### src/rtl/wb_port_arbiter.sv
// Writeback port arbiter: merges the pipeline WB stage and a 2-deep aux result buffer onto one register-file write port.
// Latency: one cycle from grant to the registered rf_* outputs; an aux result reaches the FIFO head the cycle after it is pushed.
// Backpressure: pipe_ack drops in a forced aux cycle so the pipeline holds its entry; aux_ready drops while the buffer holds two entries.
//
// Ports:
//   clk, reset                      single clock, synchronous active-high reset
//   pipe_valid/pipe_rd/pipe_data    pipeline WB result; pipe_ack is its combinational consume strobe
//   aux_valid/aux_rd/aux_data       multi-cycle unit result; aux_ready is the buffer-accept strobe
//   rf_we/rf_rd/rf_wdata/rf_src     registered register-file write port (rf_src: 0 = pipe, 1 = aux)

// Small synchronous FIFO. Push into a full FIFO or pop from an empty one is ignored.
// Latency: a pushed entry appears at head_dat the cycle after the push.
// Backpressure: none internally; the owner gates push using count.
module wb_sync_fifo #(
  parameter int WIDTH = 8,
  parameter int DEPTH = 2,
  localparam int AW = (DEPTH > 1) ? $clog2(DEPTH) : 1,
  localparam int CW = $clog2(DEPTH + 1)
) (
  input  logic             clk,
  input  logic             reset,
  input  logic             push,
  input  logic [WIDTH-1:0] push_dat,
  input  logic             pop,
  output logic [WIDTH-1:0] head_dat,
  output logic [CW-1:0]    count
);

  logic [WIDTH-1:0] mem [DEPTH];
  logic [AW-1:0]    wr_ptr;
  logic [AW-1:0]    rd_ptr;
  logic             do_push;
  logic             do_pop;

  // Pointers wrap explicitly so non-power-of-two depths also work.
  function automatic logic [AW-1:0] ptr_inc(input logic [AW-1:0] p);
    return (p == AW'(DEPTH - 1)) ? '0 : p + AW'(1);
  endfunction

  assign do_push  = push && (count != CW'(DEPTH));
  assign do_pop   = pop && (count != '0);
  assign head_dat = mem[rd_ptr];

  always_ff @(posedge clk) begin
    if (reset) begin
      wr_ptr <= '0;
      rd_ptr <= '0;
      count  <= '0;
    end else begin
      if (do_push) wr_ptr <= ptr_inc(wr_ptr);
      if (do_pop)  rd_ptr <= ptr_inc(rd_ptr);
      case ({do_push, do_pop})
        2'b10:   count <= count + CW'(1);
        2'b01:   count <= count - CW'(1);
        default: ;
      endcase
    end
  end

  // Storage carries no reset; validity is tracked by count alone.
  always_ff @(posedge clk) begin
    if (do_push) mem[wr_ptr] <= push_dat;
  end

endmodule

module wb_port_arbiter #(
  parameter int STARVE_LIMIT = 4
) (
  input  logic        clk,
  input  logic        reset,
  input  logic        pipe_valid,
  input  logic [4:0]  pipe_rd,
  input  logic [31:0] pipe_data,
  output logic        pipe_ack,
  input  logic        aux_valid,
  input  logic [4:0]  aux_rd,
  input  logic [31:0] aux_data,
  output logic        aux_ready,
  output logic        rf_we,
  output logic [4:0]  rf_rd,
  output logic [31:0] rf_wdata,
  output logic        rf_src
);

  typedef struct packed {
    logic [4:0]  rd;
    logic [31:0] data;
  } wb_ent_t;

  typedef enum logic {
    NORMAL = 1'b0,
    FORCE  = 1'b1
  } state_t;

  localparam int         AUX_DEPTH = 2;
  localparam logic [3:0] LIMIT     = 4'(STARVE_LIMIT);

  state_t     state;
  state_t     state_nxt;
  logic [3:0] starve_cnt;
  logic [3:0] starve_nxt;

  wb_ent_t    aux_in;
  wb_ent_t    aux_head;
  logic [1:0] fifo_count;
  logic       aux_avail;
  logic       aux_push;
  logic       grant_pipe;
  logic       grant_aux;

  // Readiness looks only at the current occupancy: a pop in the same cycle
  // does not reopen a full buffer, which keeps aux_ready off the grant path.
  assign aux_ready = !reset && (fifo_count < 2'd2);
  assign aux_push  = aux_valid && aux_ready;
  assign aux_in    = '{rd: aux_rd, data: aux_data};
  assign aux_avail = (fifo_count != 2'd0);

  wb_sync_fifo #(
    .WIDTH ($bits(wb_ent_t)),
    .DEPTH (AUX_DEPTH)
  ) u_aux_fifo (
    .clk      (clk),
    .reset    (reset),
    .push     (aux_push),
    .push_dat (aux_in),
    .pop      (grant_aux),
    .head_dat (aux_head),
    .count    (fifo_count)
  );

  assign pipe_ack = pipe_valid && (state == NORMAL);

  always_ff @(posedge clk) begin
    if (reset) begin
      state      <= NORMAL;
      starve_cnt <= '0;
    end else begin
      state      <= state_nxt;
      starve_cnt <= starve_nxt;
    end
  end

  // Pipe normally wins. Each cycle a buffered aux result is passed over
  // counts toward the limit; on the cycle the count reaches it the next
  // cycle is a one-shot FORCE that drains the head and stalls the pipe.
  always_comb begin
    grant_pipe = 1'b0;
    grant_aux  = 1'b0;
    state_nxt  = NORMAL;
    starve_nxt = '0;

    case (state)
      FORCE: begin
        grant_aux = aux_avail;
      end
      default: begin
        if (pipe_valid) begin
          grant_pipe = 1'b1;
        end else if (aux_avail) begin
          grant_aux = 1'b1;
        end
      end
    endcase

    if (aux_avail && !grant_aux) begin
      starve_nxt = starve_cnt + 4'd1;
      if (starve_nxt == LIMIT) begin
        state_nxt = FORCE;
      end
    end
  end

  // Writes to x0 are consumed like any other result but never assert rf_we.
  // Idle cycles keep the last address/data/source on the port.
  always_ff @(posedge clk) begin
    if (reset) begin
      rf_we    <= 1'b0;
      rf_rd    <= '0;
      rf_wdata <= '0;
      rf_src   <= 1'b0;
    end else if (grant_pipe) begin
      rf_we    <= (pipe_rd != 5'd0);
      rf_rd    <= pipe_rd;
      rf_wdata <= pipe_data;
      rf_src   <= 1'b0;
    end else if (grant_aux) begin
      rf_we    <= (aux_head.rd != 5'd0);
      rf_rd    <= aux_head.rd;
      rf_wdata <= aux_head.data;
      rf_src   <= 1'b1;
    end else begin
      rf_we    <= 1'b0;
    end
  end

  // FORCE is only entered while an aux result is waiting, and that result
  // cannot leave before the forced cycle drains it.
  a_force_has_entry: assert property (@(posedge clk) disable iff (reset)
    (state == FORCE) |-> aux_avail);

  a_single_grant: assert property (@(posedge clk) disable iff (reset)
    !(grant_pipe && grant_aux));

endmodule

### config.mk
export PLATFORM = sky130hd
export DESIGN_NAME = wb_port_arbiter
export DESIGN_NICKNAME = d
export VERILOG_FILES = /design/src/rtl/wb_port_arbiter.sv
export SDC_FILE = /design/constraint.sdc
export NUM_CORES = 1
export LEC_CHECK = 0
export BUFFER_PORTS_ARGS = -buffer_cell sky130_fd_sc_hd__buf_4
export CELL_PAD_IN_SITES_DETAIL_PLACEMENT = 1
export CELL_PAD_IN_SITES_GLOBAL_PLACEMENT = 1
export CORE_MARGIN = 2
export CORE_UTILIZATION = 35
export CTS_CLUSTER_DIAMETER = 40
export DETAILED_ROUTE_END_ITERATION = 7
export GPL_ROUTABILITY_DRIVEN = 0
export HOLD_SLACK_MARGIN = 0.02
export PLACE_DENSITY = 0.73
export SYNTH_ARGS = -nofsm -noshare
export SYNTH_HDL_FRONTEND = slang
export SYNTH_HIERARCHICAL = 1
export SYNTH_SLANG_ARGS = --single-unit
### constraint.sdc
create_clock -name clk -period 2.95 [get_ports clk]
set_input_delay 0.59 -clock clk [delete_from_list [all_inputs] [get_ports clk]]
set_output_delay 0.59 -clock clk [all_outputs]
set_load 0.03 [all_outputs]
* Yosys cells after proc, flatten, opt, wreduce, memory -nomap -nowiden *
Memory sizes are Yosys's and may differ from the RTL's. A register that Yosys moved wholly into a read port is not among the register bits.
Cells that the tools add are included.
Widths: inputs -> output; s select.

operators by class
  add/subtract/negate cells = 5
  eq/ne operators = 4
  bitwise logic cells = 2
  reduce and logical (&&, ||, !) cells = 15
  magnitude comparators = 1
  multiplexer cells = 19

operators with widths
  kind                 count
  $mux 32              2
  $mux 1               14
  $mux 5               2
  $reduce_bool 5->1    2
  $logic_and 1x1->1    6
  $reduce_bool 2->1    3
  $add 4x1->4 const B  1
  $eq 4x3->1 const B   1
  $pmux 2 s2           1
  $reduce_or 2->1      2
  $add 1x1->1 const B  2
  $add 2x1->2 const B  1
  $eq 2x1->1 const B   1
  $eq 2x2->1 const B   1
  $logic_not 1->1      2
  $lt 2x2->1 const B   1
  $ne 2x2->1 const B   1
  $not 1->1            2
  $sub 2x1->2 const B  1

storage, ports and cells
  bits in writable memories = 74
  logic and storage cells = 56
  bits in registers = 48
  input bits = 78
  output and inout port bits = 41
  memories = 1

memories
  memory          depth  width  read ports  clocked after memory_dff  write ports  line  source
  u_aux_fifo.mem  2      37     1           1                         1            29    logic [WIDTH-1:0] mem [DEPTH];

* Longest topological paths before layout *
  depth in word-level cells = 8
  gate-level depth with buffers = 10
  mapped depth without buffers = 8

* Cells and area by module *
Netlist, hierarchy kept.

by module, submodules not included
  module           times used  area an instance (µm²)  cells each  sequential area each (µm²)
  wb_sync_fifo     1           2879.0                  139         2322.2
  wb_port_arbiter  1           1919.3                  238         880.8

* Worst setup path after synthesis *
No wires, ideal clock.

  path type = input-to-reg
  from = in reset
  to = mem u_aux_fifo/mem[1][0] (netlist bit) (enable)
  cell stages on the path = 5
  path slack = -0.587 ns
  library setup time = 0.431 ns
  required time = 2.519 ns
  path buffers = 1
  arrival time = 3.106 ns
  path through = clkbuf_1 -> nor2_1 -> and2_1 -> nand2_1 -> nor2_1

on the way
  word-level cells in the longest chain between the ends = 6

ends and longest elaborated chain
  element                       line  source
  from (decl)                   71    input logic reset,
  $logic_not 1->1               114   assign aux_ready = !reset && (fifo_count < 2'd2);
  $logic_and 1x1->1             114
  named net aux_ready           79    output logic aux_ready,
  $logic_and 1x1->1             115   assign aux_push = aux_valid && aux_ready;
  named net aux_push            108   logic aux_push;
  $logic_and 1x1->1             40    assign do_push = push && (count != CW'(DEPTH));
  $mux 1                        62    if (do_push) mem[wr_ptr] <= push_dat;
  $mux 1 (implied by the code)  62
  to (decl)                     29

The timed path passes the listed nets, and every way through them passes these cells.

* Final worst setup path *
  from = reg state
  to = out pipe_ack

on the way
  word-level cells in the longest chain between the ends = 2

ends and longest elaborated chain
  element                 line  source
  from (decl)             99    state_t state;
  from (signal assigned)  139   state <= state_nxt;
  $not 1->1               132   assign pipe_ack = pipe_valid && (state == NORMAL);
  $logic_and 1x1->1       132
  to (decl)               75    output logic pipe_ack,

Every way passes these cells.

==> flow_summary.yaml <==
sta:
  slew_viol_final: 0
  grt_setup_unrepaired: "no"
  fmax_ghz: 0.479
  slew_headroom_pct: 47.2
  finClkSkew_ns: 0.00804
  min_period_over_period_pct: 70.8
  hold_viol: 0
  setup_viol: 0
  fin_tns_setup_ns: 0
  tightestPinTransition_ns: 0.792
  period_needed_ns: 2.09
clocking:
  cts_resized: 0
  clkLatencyLatePin_ns: 0.40
  cts_setup_buffers: 0
  htree_levels: 4
  cts_max_path_buffers: 2
  clk_pin_slew_ns: 0.06
  cts_tree: "built"
  cts_made_buffers: 17
  clock_sinks: 123
  cts-root-buf: "clkbuf_16"
  hold_buffers: 0
synth:
  syn_nets: 457
  postSynth.asyncResetShare_pct: 0
  synth_seq_area_share_pct: 66.8
  syn_area_um2: 4800
  synth_area_per_cell_um2: 12.7
  syn_inst: 377
  synthFlopType: "edfxtp_1"
  ys_ff_latch: 123
  yosys_warnings: 6
  synth_cell_type_count: 30
  synth_enable_flop_cells: 74
floorplanning:
  pin_count: 119
  die_y_um: 121
  core_um2: 13300
  die_x_um: 121
  rows: 42
  design.die.area_um2: 14700
  initial_utilization_pct: 36.1
drt:
  drt_iter0_drc: 122
  routed_wl_um: 11400
  vias_per_cell: 4.81
  drc_errors: 0
  wl_met1_um: 4990
  via_count: 3295
  ant_nets: 0
  top_layer: "met4"
  dr_wl_met2_um: 5500
  avgRoutedWirePerCell_um: 16.6
  drt-pass1-iter-count: 4
  dr_wl_met3_um: 770
power_and_ir_drop:
  p_seq_share_pct: 41.5
  combPwrFrac_pct: 12.4
  switching_share_pct: 23.5
  finalPower_w: 0.00477
  p_sw_w: 0.00112
  p_clk_share_pct: 46.1
  ir_drop_uv: 385
  powerDensity_nw_per_um2: 738
  intPower_w: 0.00365
  p_leak_nw: 2.46
global_routing:
  antenna_found_initial: 0
  grt_max_degree: 46
  grt_usage_pct: 16.7
  grt_pass1_wl_um: 18500
  grt_overflow: 0
  grt_pass1_vias: 3640
layout:
  instances_no_fill: 685
  fin_nets: 576
  drive_above_1_share_pct: 39.1
  n_antenna_cell: 0
  multiInputGateArea_um2: 1440
  seq_area_um2: 3200
  final_util_pct: 48.6
  syn_to_final_growth_pct: 34.7
  num-fill-cells: 1392
placement:
  hpwl_um: 7530
  port_buffers: 118
  place_inst: 653
setup_path:
  reg2reg_depth: 4
  critPathKind: "reg2out"
  crit_required_ns: 2.36
  end_kind: "output port"
  critical_path.startpoint_type: "flop"
  crit_fanout: 38
  worstPathArrival_ns: 1.50
flow_run:
  cap_violations: 0
min_path:
  hp-class: "in2reg"
  hold_depth: 1
status:
  outcome: "complete, no violations"
==> placed cells by master (no fill, tap or decap), drive strengths merged <==
cell,count
or3,2
dfxtp,49
nand3,2
or4,2
ha,2
mux2,37
clkinvlp,2
nand2b,2
clkinv,7
a21oi,3
or2,1
a21o,1
o211ai,1
inv,4
buf,125
a311oi,37
bufinv,5
o21ai,2
and2,1
clkbuf,18
nand2,75
nor4b,1
xor2,2
nor2,49
xnor2,3
edfxtp,74
o21a,1
nor3,1
==> worst max-delay path, cell delays in order (launching register included) <==
cell      delay [ns]
dfxtp_1         0.34
nand2b_4        0.40
inv_1           0.16
buf_4           0.20
==> sequential cells by signal, indices dropped and copies added (netlist names), named ones only <==
signal             count
u_aux_fifo/count       2
rf_wdata              32
rf_src                 1
u_aux_fifo/rd_ptr      1
state                  1
u_aux_fifo/mem        74
rf_rd                  5
u_aux_fifo/wr_ptr      1
rf_we                  1
starve_cnt             4
==> synthesized netlist by cell type (2+ instances only) <==
master | instances | area, um^2
a311oi_1 | 37 | 324
clkbuf_1 | 7 | 26.3
dfxtp_1 | 49 | 981
edfxtp_1 | 74 | 2220
xor2_1 | 2 | 17.5
mux2_2 | 37 | 417
buf_4 | 9 | 67.6
nand2_1 | 75 | 282
nand3_1 | 2 | 10.0
o21ai_0 | 2 | 10.0
buf_6 | 2 | 22.5
a21oi_1 | 3 | 15.0
nor2_1 | 48 | 180
or4_1 | 2 | 15.0
ha_1 | 2 | 25.0
buf_2 | 7 | 35.0
inv_1 | 4 | 15.0
xnor2_1 | 3 | 26.3
==> power groups by stage <==
stage	combinational [W]	clock (W)	sequential, W
floorplan	0.000269	0	0.00210
detailed placement	0.000602	0	0.00201
global route	0.000648	0.00232	0.00199
CTS	0.000605	0.00224	0.00198
global placement	0.000587	0	0.00201
finish	0.000592	0.00220	0.00198
==> through the flow <==
step	hold WS [ns]	worst slack (ns)	instance area [um^2]
floorplan	0.418	0.0232	4800
global placement	0.426	0.662	5830
detailed placement	0.464	0.625	5830
CTS	0.350	0.842	6460
global route	0.348	0.729	6460
finish	0.371	0.860	6460
==> path summary, 6_finish.rpt <==
path                                          startpoint                               to  slack, ns
worst max-delay path                    state$_SDFF_PP0_                         pipe_ack       0.86
worst max register to register                      flop                 rf_we$_SDFF_PP0_       0.90
worst min-delay path                        aux_data[17]  u_aux_fifo/mem[0][17]$_DFFE_PP_       0.37
worst min register to register  starve_cnt[0]$_SDFF_PP0_         starve_cnt[0]$_SDFF_PP0_       0.47
==> cell families after synthesis <==
group / Yosys count / synth area share (%)
XOR/XNOR: 5 / 0.913
flip-flops: 123 / 66.8
buffers and inverters: 29 / 3.47
adder cells (fa/ha/maj): 2 / 0.521
multiplexers: 37 / 8.68
AND/OR/NAND/NOR: 136 / 11.9
AO/OA/AOI/OAI: 45 / 7.74
==> layer usage <==
metal | GRT usage [%] | vias to the layer above
met1 | 19.9 | 1587
met3 | 6.20 | 10
met4 | 5.23 | 0
li1 | - | 1606
met5 | 0 | -
met2 | 27.9 | 92
==> area by class of cell <==
cell class	instances	area share, %
clock inverter	14	3.12
sequential	123	49.6
clock buffer	18	6.64
multi-input combinational	225	22.3
inverter	4	0.232
tap	176	3.41
timing repair buffer	125	14.7
Note: power is estimated with default switching activity, not from simulation.
